File: src/rtl/ntt_k2_pkg.sv
// Shared types and defaults for the k2 NTT memory read/write-back path.
// Address/bank widths mirror MA_width / BANK_width of the legacy define.svh.
package ntt_k2_pkg;

   localparam int unsigned MA_W        = 8;
   localparam int unsigned BN_W        = 1;
   localparam int unsigned RD_LAT_DEF  = 1;
   localparam int unsigned BFU_LAT_DEF = 6;

   typedef enum logic [1:0] {
      ST_IDLE  = 2'd0,
      ST_RUN   = 2'd1,
      ST_DRAIN = 2'd2,
      ST_DONE  = 2'd3
   } state_e;

   typedef struct packed {
      logic            valid;
      logic [MA_W-1:0] ma0;
      logic [MA_W-1:0] ma1;
      logic [BN_W-1:0] bn0;
      logic [BN_W-1:0] bn1;
      logic [2:0]      l;
   } wb_entry_t;

   // True when (bn, ma) names either operand location of entry e.
   function automatic logic op_hit(input logic [BN_W-1:0] bn,
                                   input logic [MA_W-1:0] ma,
                                   input wb_entry_t       e);
      return ((bn == e.bn0) && (ma == e.ma0)) || ((bn == e.bn1) && (ma == e.ma1));
   endfunction

endpackage

File: src/rtl/wb_delay_line_k2.sv
// Fixed-latency shift register carrying read payloads to their write-back slot.
// Every entry is exposed so the top can check new reads against outstanding writes.
module wb_delay_line_k2
   import ntt_k2_pkg::*;
#(
   parameter int unsigned DEPTH = RD_LAT_DEF + BFU_LAT_DEF
) (
   input  logic                   clk,
   input  logic                   rst,
   input  wb_entry_t              in_i,
   output wb_entry_t [DEPTH-1:0]  entry_o,
   output logic                   any_valid_o
);

   wb_entry_t [DEPTH-1:0] stage_q;

   always_ff @(posedge clk or posedge rst) begin
      if (rst) begin
         stage_q <= '0;
      end else begin
         stage_q[0] <= in_i;
         for (int unsigned i = 1; i < DEPTH; i++) begin
            stage_q[i] <= stage_q[i-1];
         end
      end
   end

   always_comb begin
      any_valid_o = 1'b0;
      for (int unsigned i = 0; i < DEPTH; i++) begin
         any_valid_o = any_valid_o | stage_q[i].valid;
      end
   end

   assign entry_o = stage_q;

endmodule

File: src/rtl/mem_rw_ctrl_k2.sv
// k2 memory read / write-back controller: registers AGU address pairs as reads,
// replays them as write-backs WB_DLY cycles later and flags read-after-write hazards.
module mem_rw_ctrl_k2
   import ntt_k2_pkg::*;
#(
   parameter int unsigned RD_LAT  = RD_LAT_DEF,
   parameter int unsigned BFU_LAT = BFU_LAT_DEF,
   parameter int unsigned WB_DLY  = RD_LAT + BFU_LAT
) (
   input  logic            clk,
   input  logic            rst,
   input  logic            BN_MA_out_en_k2,
   input  logic [MA_W-1:0] MA0_idx_k2,
   input  logic [MA_W-1:0] MA1_idx_k2,
   input  logic [BN_W-1:0] BN0_idx_k2,
   input  logic [BN_W-1:0] BN1_idx_k2,
   input  logic [2:0]      l_AGU_out_k2,
   input  logic            AGU_done_out_k2,
   output logic            rd_en,
   output logic [MA_W-1:0] rd_ma0,
   output logic [MA_W-1:0] rd_ma1,
   output logic [BN_W-1:0] rd_bn0,
   output logic [BN_W-1:0] rd_bn1,
   output logic            wr_en,
   output logic [MA_W-1:0] wr_ma0,
   output logic [MA_W-1:0] wr_ma1,
   output logic [BN_W-1:0] wr_bn0,
   output logic [BN_W-1:0] wr_bn1,
   output logic [2:0]      wr_l,
   output logic            busy,
   output logic            ntt_done_k2,
   output logic            hazard_err
);

   state_e                 state_q, state_d;
   wb_entry_t              req;
   wb_entry_t              rd_q;
   wb_entry_t              wr_q;
   wb_entry_t [WB_DLY-1:0] line;
   logic                   any_valid;
   logic                   hit;
   logic                   start;
   logic                   viol;
   logic                   hazard_q, hazard_d;

   always_comb begin
      req.valid = BN_MA_out_en_k2;
      req.ma0   = MA0_idx_k2;
      req.ma1   = MA1_idx_k2;
      req.bn0   = BN0_idx_k2;
      req.bn1   = BN1_idx_k2;
      req.l     = l_AGU_out_k2;
   end

   // Line is loaded alongside the rd_* registers; the wr_* register adds the last cycle.
   wb_delay_line_k2 #(
      .DEPTH (WB_DLY)
   ) u_line (
      .clk         (clk),
      .rst         (rst),
      .in_i        (req),
      .entry_o     (line),
      .any_valid_o (any_valid)
   );

   always_comb begin
      hit = 1'b0;
      for (int unsigned i = 0; i < WB_DLY; i++) begin
         if (line[i].valid &&
             (op_hit(req.bn0, req.ma0, line[i]) || op_hit(req.bn1, req.ma1, line[i]))) begin
            hit = 1'b1;
         end
      end
   end

   always_comb begin
      state_d = state_q;
      start   = 1'b0;
      case (state_q)
         ST_IDLE: begin
            if (BN_MA_out_en_k2) begin
               start   = 1'b1;
               state_d = AGU_done_out_k2 ? ST_DRAIN : ST_RUN;
            end else if (AGU_done_out_k2) begin
               state_d = ST_DRAIN;
            end
         end
         ST_RUN:   if (AGU_done_out_k2) state_d = ST_DRAIN;
         ST_DRAIN: if (!any_valid && !BN_MA_out_en_k2) state_d = ST_DONE;
         ST_DONE:  state_d = ST_IDLE;
         default:  state_d = ST_IDLE;
      endcase
      viol     = BN_MA_out_en_k2 && ((state_q == ST_DRAIN) || (state_q == ST_DONE));
      hazard_d = (start ? 1'b0 : hazard_q) | (BN_MA_out_en_k2 & hit) | viol;
   end

   always_ff @(posedge clk or posedge rst) begin
      if (rst) begin
         state_q  <= ST_IDLE;
         rd_q     <= '0;
         wr_q     <= '0;
         hazard_q <= 1'b0;
      end else begin
         state_q  <= state_d;
         hazard_q <= hazard_d;
         if (req.valid) rd_q <= req;
         else           rd_q.valid <= 1'b0;
         if (line[WB_DLY-1].valid) wr_q <= line[WB_DLY-1];
         else                      wr_q.valid <= 1'b0;
      end
   end

   assign rd_en       = rd_q.valid;
   assign rd_ma0      = rd_q.ma0;
   assign rd_ma1      = rd_q.ma1;
   assign rd_bn0      = rd_q.bn0;
   assign rd_bn1      = rd_q.bn1;
   assign wr_en       = wr_q.valid;
   assign wr_ma0      = wr_q.ma0;
   assign wr_ma1      = wr_q.ma1;
   assign wr_bn0      = wr_q.bn0;
   assign wr_bn1      = wr_q.bn1;
   assign wr_l        = wr_q.l;
   assign busy        = (state_q == ST_RUN) || (state_q == ST_DRAIN);
   assign ntt_done_k2 = (state_q == ST_DONE);
   assign hazard_err  = hazard_q;

endmodule
File: config.mk
export PLATFORM = sky130hd
export DESIGN_NAME = mem_rw_ctrl_k2
export DESIGN_NICKNAME = d
export VERILOG_FILES = /design/src/rtl/ntt_k2_pkg.sv /design/src/rtl/wb_delay_line_k2.sv /design/src/rtl/mem_rw_ctrl_k2.sv
export SDC_FILE = /design/constraint.sdc
export NUM_CORES = 1
export LEC_CHECK = 0
export CAP_MARGIN = 10
export CORE_MARGIN = 1
export CORE_UTILIZATION = 35
export DETAILED_ROUTE_END_ITERATION = 8
export SYNTH_ARGS = -nofsm -noshare
export SYNTH_HDL_FRONTEND = slang
export SYNTH_SLANG_ARGS = --single-unit
File: constraint.sdc
create_clock -name clk -period 10 [get_ports clk]
set_input_delay 3 -clock clk [delete_from_list [all_inputs] [get_ports clk]]
set_output_delay 3 -clock clk [all_outputs]
set_load 0.05 [all_outputs]
After elaboration in Yosys (flattened, before gate mapping)
Index checks and enable logic that the tools add are counted.

Flip-flop bits (word level): 198. Bits in latches: 0. Memory bits (writable): 0. Bits in read-only memories: 0. Input port bits: 25. Output and inout bits: 44. Word-level logic and storage cells: 203. Memories: 0.

Add/subtract/negate cells: 0. $mul: 0. Divide/modulo/power cells: 0. Order comparisons: 0. Equal/unequal tests: 60. Shift-type cells: 0. Mux-type cells: 16. Bitwise gates (word level): 9. Reduce and logical (&&, ||, !) cells: 63.

Operator list (number): equality test 8 bit (28); logical AND 1 bit (37); equality test 1 bit (28); logical OR 1 bit (23); 2-to-1 mux 1 bit (11); 2-to-1 mux 2 bit (4); bitwise OR 1 bit (8); one-hot mux 2 bit (4 select lines) (1); equality test 2 bit, second input constant (2); equality test 2 x 1 -> 1 bit, second input constant (1); logical NOT 1 bit (2); logical NOT 2 bit (1); != test 2 bit, second input constant (1); bitwise AND 1 bit (1).

Longest topological paths before layout
Depth in word-level cells: 15. Mapped depth: 8. Depth with buffers taken out: 6.

By module
A second synthesis with hierarchy kept.

Cell total of the unflattened synthesis: 648. Area total of the unflattened synthesis: 8803.4 µm².

Modules (own cells, without submodules): mem_rw_ctrl_k2 (times used 1, cells each 490, area each 4931.0 µm², seq. area each 1101.1 µm²); wb_delay_line_k2 (times used 1, cells each 158, area each 3872.5 µm², seq. area each 3853.7 µm²).

Worst setup path before layout
No wires, ideal clock.

Path type: in2reg. Start point: input BN0_idx_k2. End point: register hazard_q, in the netlist hazard_err. Library setup time: 0.121 ns. Arrival: 4.104 ns. Required time: 9.879 ns. Slack: 5.775 ns. Cell stages on the path: 8. Buffers on the path: 2. Cell sequence: buf_4 buf_8 xnor2_1 nand4_1 nor4_1 o41ai_1 nand4_1 o22a_1.

Cells in the longest elaborated chain, start to end: 15. Elaborated cells on any way between the ends: 59. Those cells by class: eq/ne: 14; mux: 7; bitwise: 3; reduce/logical: 35.

RTL lines: start, declared (RTL line mem_rw_ctrl_k2.sv:15) `input logic [BN_W-1:0] BN0_idx_k2,`; equality test 1 bit (RTL line ntt_k2_pkg.sv:30) `return ((bn == e.bn0) && (ma == e.ma0)) || ((bn == e.bn1) && (ma == e.ma1));`; logical AND 1 bit (RTL line ntt_k2_pkg.sv:30); logical OR 1 bit (RTL line ntt_k2_pkg.sv:30); logical OR 1 bit (RTL line mem_rw_ctrl_k2.sv:70) `(op_hit(req.bn0, req.ma0, line[i]) || op_hit(req.bn1, req.ma1, line[i]))) begin`; logical AND 1 bit (RTL line mem_rw_ctrl_k2.sv:69) `if (line[i].valid &&`; 2-to-1 mux 1 bit (6 in a row) (RTL line mem_rw_ctrl_k2.sv:69); 2-to-1 mux 1 bit (*) (RTL line mem_rw_ctrl_k2.sv:69); bitwise AND 1 bit (*) (RTL line mem_rw_ctrl_k2.sv:94) `hazard_d = (start ? 1'b0 : hazard_q) | (BN_MA_out_en_k2 & hit) | viol;`; bitwise OR 1 bit (*) (2 in a row) (RTL line mem_rw_ctrl_k2.sv:94); net hazard_d (RTL line mem_rw_ctrl_k2.sv:44) `logic hazard_q, hazard_d;`; end signal, assigned (RTL line mem_rw_ctrl_k2.sv:105) `hazard_q <= hazard_d;`; end, declared (RTL line mem_rw_ctrl_k2.sv:44).

Mark *: on every way through the listed nets, which the timed path passes. The rest lies on a longest branch. A chain may end at the register's enable or synchronous reset.

Final worst setup path
Start point: input MA1_idx_k2[6]. End point: register hazard_q, in the netlist hazard_err.

Cells in the longest elaborated chain, start to end: 15. Elaborated cells on any way between the ends: 59. Those cells by class: eq/ne: 14; mux: 7; bitwise: 3; reduce/logical: 35.

RTL lines: start, declared (RTL line mem_rw_ctrl_k2.sv:14) `input logic [MA_W-1:0] MA1_idx_k2,`; equality test 8 bit (RTL line ntt_k2_pkg.sv:30); logical AND 1 bit (RTL line ntt_k2_pkg.sv:30); logical OR 1 bit (RTL line ntt_k2_pkg.sv:30); logical OR 1 bit (RTL line mem_rw_ctrl_k2.sv:70); logical AND 1 bit (RTL line mem_rw_ctrl_k2.sv:69); 2-to-1 mux 1 bit (6 in a row) (RTL line mem_rw_ctrl_k2.sv:69); 2-to-1 mux 1 bit (*) (RTL line mem_rw_ctrl_k2.sv:69); bitwise AND 1 bit (*) (RTL line mem_rw_ctrl_k2.sv:94); bitwise OR 1 bit (*) (2 in a row) (RTL line mem_rw_ctrl_k2.sv:94); net hazard_d (RTL line mem_rw_ctrl_k2.sv:44).

Marked as above.

==> summary.txt <==
STA
  • Slew margin rel.: 22.25%
  • Actual slew at the worst max-slew pin: 1.163 ns
  • Worst Hold Slack: 0.3402 ns
  • Fin crit share: 52.59%
  • FMAX: 0.1901 GHz
  • Slew Viols, Final: 0
  • Clock skew: about 0.0086 ns
  • RSZ-0062 raised after global routing: false
  • PnR worst setup slack: 4.741 ns
  • Finish-stage setup viols: 0
  • Total negative slack: 0 ns
  • Minimum clock period after layout: 5.259 ns
  • Final hold vios: 0

Clock network
  • CTS sink count: 197
  • CTS max path bufs: 2
  • Worst-Skew Late Latency: 0.44 ns
  • CTS root buffer: clkbuf_16
  • Number of hold buffers added after CTS: 0
  • Clock transition at path regs: 0.08 ns
  • TritonCTS Buffers: 17
  • H-tree depth: 4
  • TritonCTS clock tree: yes
  • Post-CTS resize count: 0
  • Setup Fix Bufs, Post-CTS: 0

Logic synthesis
  • Top_reg_cell synth: dfrtp_1
  • Mapped Avg Cell Area: 13.65 um^2
  • Cell with the most instances after synthesis: dfrtp_1
  • Yosys top cell by area: dfrtp_1
  • Post-Syn Nets: 675
  • Synthesized cell area: 8807 um^2
  • Synth area leaders: dfrtp_1 56%, xnor2_1 19%, xor2_1 5.6%, mux2_2 5.0%, nand4_1 2.1%
  • Flops & latches, synth: 197
  • Commonest cells post-synth: 197 x dfrtp_1, 196 x xnor2_1, 56 x xor2_1
  • Sequential cell area fraction in the yosys report: 55.97%
  • Synth top area share: 55.97%
  • EDFF count, synth: 0
  • Syn Inst Count: between 600 and 700
  • Async SR Flop Fraction: 100.0%
  • Synth Warn #: 0
  • Unique masters post-synth: 27

Finish
  • Final Non-Filler Cells: 1040
  • Layout cells sized above 1: 11.45%
  • Post-route cell area: a little over 10000 um^2
  • Nets: 733
  • Util after Layout: ~40%
  • # diodes: 0
  • Area Overhead vs Synth: 14.39%
  • Fillers: around 2300

Route
  • 1st-iter DRT viols: 216
  • Via/cell ratio: 4.642
  • DR vias: 4828
  • Avg WL per Cell: about 18 um
  • Routed Antenna Nets: 0
  • Total Wirelength: ~19 mm
  • DRC violations left: 0
  • Pre-antenna DRT Iters: 4

GRT
  • First-pass GRT wire length: 29.68 mm
  • Vias in the first global route: 5189
  • Overall routing resource usage: 15.53%
  • Global route overflow: 0
  • Pin count of the biggest net entering global routing: 112
  • Initial antenna violation count: 0

Pwr
  • Lkg Pwr: 3.843 nW
  • P per Cell Area: 192.2 nW/um^2
  • Power consumption: 1.936 mW
  • VDD IR max: between 0.0001 and 0.00015 V

Floorplanning
  • Die Area: 25800 um^2
  • FP Rows: 57
  • # IOs: between 60 and 70
  • Core Area: 24530 um^2
  • Die Width: about 160 um
  • Starting density of the core: 35.90%
  • Die height: approximately 160 um

Placed design
  • Dpl cells: 1008
  • Dpl hpwl: 12.06 mm
  • Gp weighted congestion: 0.7919
  • PortBufs: between 60 and 70
  • Setup WS pre-CTS: 4.284 ns
  • Post-DP Area: 9489 um^2

Worst hold path
  • Worst hold path type: flop to flop

Worst setup path
  • Crit path kind: primary input to flop
  • Crit Path Max Fanout: 16
  • Required @ worst endpoint: 10.32 ns
  • Worst path arrival time: 5.58 ns
  • CP Capture Type: flop
  • Startpoint types: primary input

Job
  • Total of max-cap violations: 0

Outcome
  • Outcome: finished, final reports clean
-- registers in the layout, summed over array words and instances (netlist names) --
register	count
u_line.entry_o	153
rd_ma0	8
rd_ma1	8
wr_ma0	8
wr_ma1	8
wr_l	3
state_q	2
hazard_err	1
rd_bn0	1
rd_bn1	1
rd_en	1
wr_bn0	1
wr_bn1	1
wr_en	1
-- worst max-delay path, stage by stage --
cell             delay, ns
clkdlybuf4s50_1       1.24
xnor2_1               0.19
nand3_1               0.11
nor4_1                0.06
o41ai_1               0.54
nand4_1               0.21
o22a_1                0.22
-- kinds of logic after synthesis --
family | synth area share (%)
AO/OA/AOI/OAI | 1.435
buffers and inverters | 5.782
AND/OR/NAND/NOR | 6.052
XOR/XNOR | 25.06
multiplexers | 4.986
flip-flops | 55.97
adder cells (fa/ha/maj) | 0.7103
-- final timing paths --
check / start / to / slack (ns) / depth (start not counted)
worst max-delay path: MA1_idx_k2[6] / hazard_err / 4.74 / 7
worst min-delay path: u_line.entry_o[22] / u_line.entry_o[44] / 0.34 / 0
worst max register to register: u_line.entry_o[153] / state_q[0] / 7.85 / 4
worst min register to register: u_line.entry_o[22] / u_line.entry_o[44] / 0.34 / 0
max in group asynchronous: rst / u_line.entry_o[3] / 5.32 / 3
min in group asynchronous: rst / u_line.entry_o[44] / 3.12 / 2
-- cell usage in the layout, fill, tap and decap left out, drive strengths merged --
cell             n
a21oi            2
nand3           28
nand3b           1
o22a             1
o41ai            7
clkbuf          18
inv             13
ha               5
xnor2          196
nand2            1
a211oi           1
o21bai           1
o31ai            1
nand4           30
nor4            28
buf             11
clkinv           4
xor2            56
mux2            39
or4              2
clkdlybuf4s50   68
o21ai            3
dfrtp          197
a22o             1
clkinvlp         1
nor2             1
-- layer usage --
layer	track usage [%]	wire length, um	vias up
met5	0	0	-
met4	6.797	571	0
met3	3.202	803	33
met2	23.63	8270	130
met1	21.39	9009	2383
li1	-	-	2282
-- report_power, final --
| group | total [mW] | switching (mW) | internal [mW] | leakage, nW |
|---|---|---|---|---|
| clock network | 0.674 | 0.337 | 0.337 | 0.284 |
| registers | 0.902 | 0.0515 | 0.850 | 2.30 |
| logic | 0.360 | 0.212 | 0.148 | 1.26 |
-- area by class of cell --
class / instances / area, um^2 / share of cell area, %
clock inverters: 14 / 156.4 / 1.552
multi-input cells: 404 / 3368 / 33.43
clock buffers: 18 / 429.2 / 4.260
flip-flops and latches: 197 / 4930 / 48.93
well taps: 324 / 405.4 / 4.024
repair buffers: 79 / 763.2 / 7.576
inverters: 4 / 22.52 / 0.2235
(Power assumes the default switching activity.)
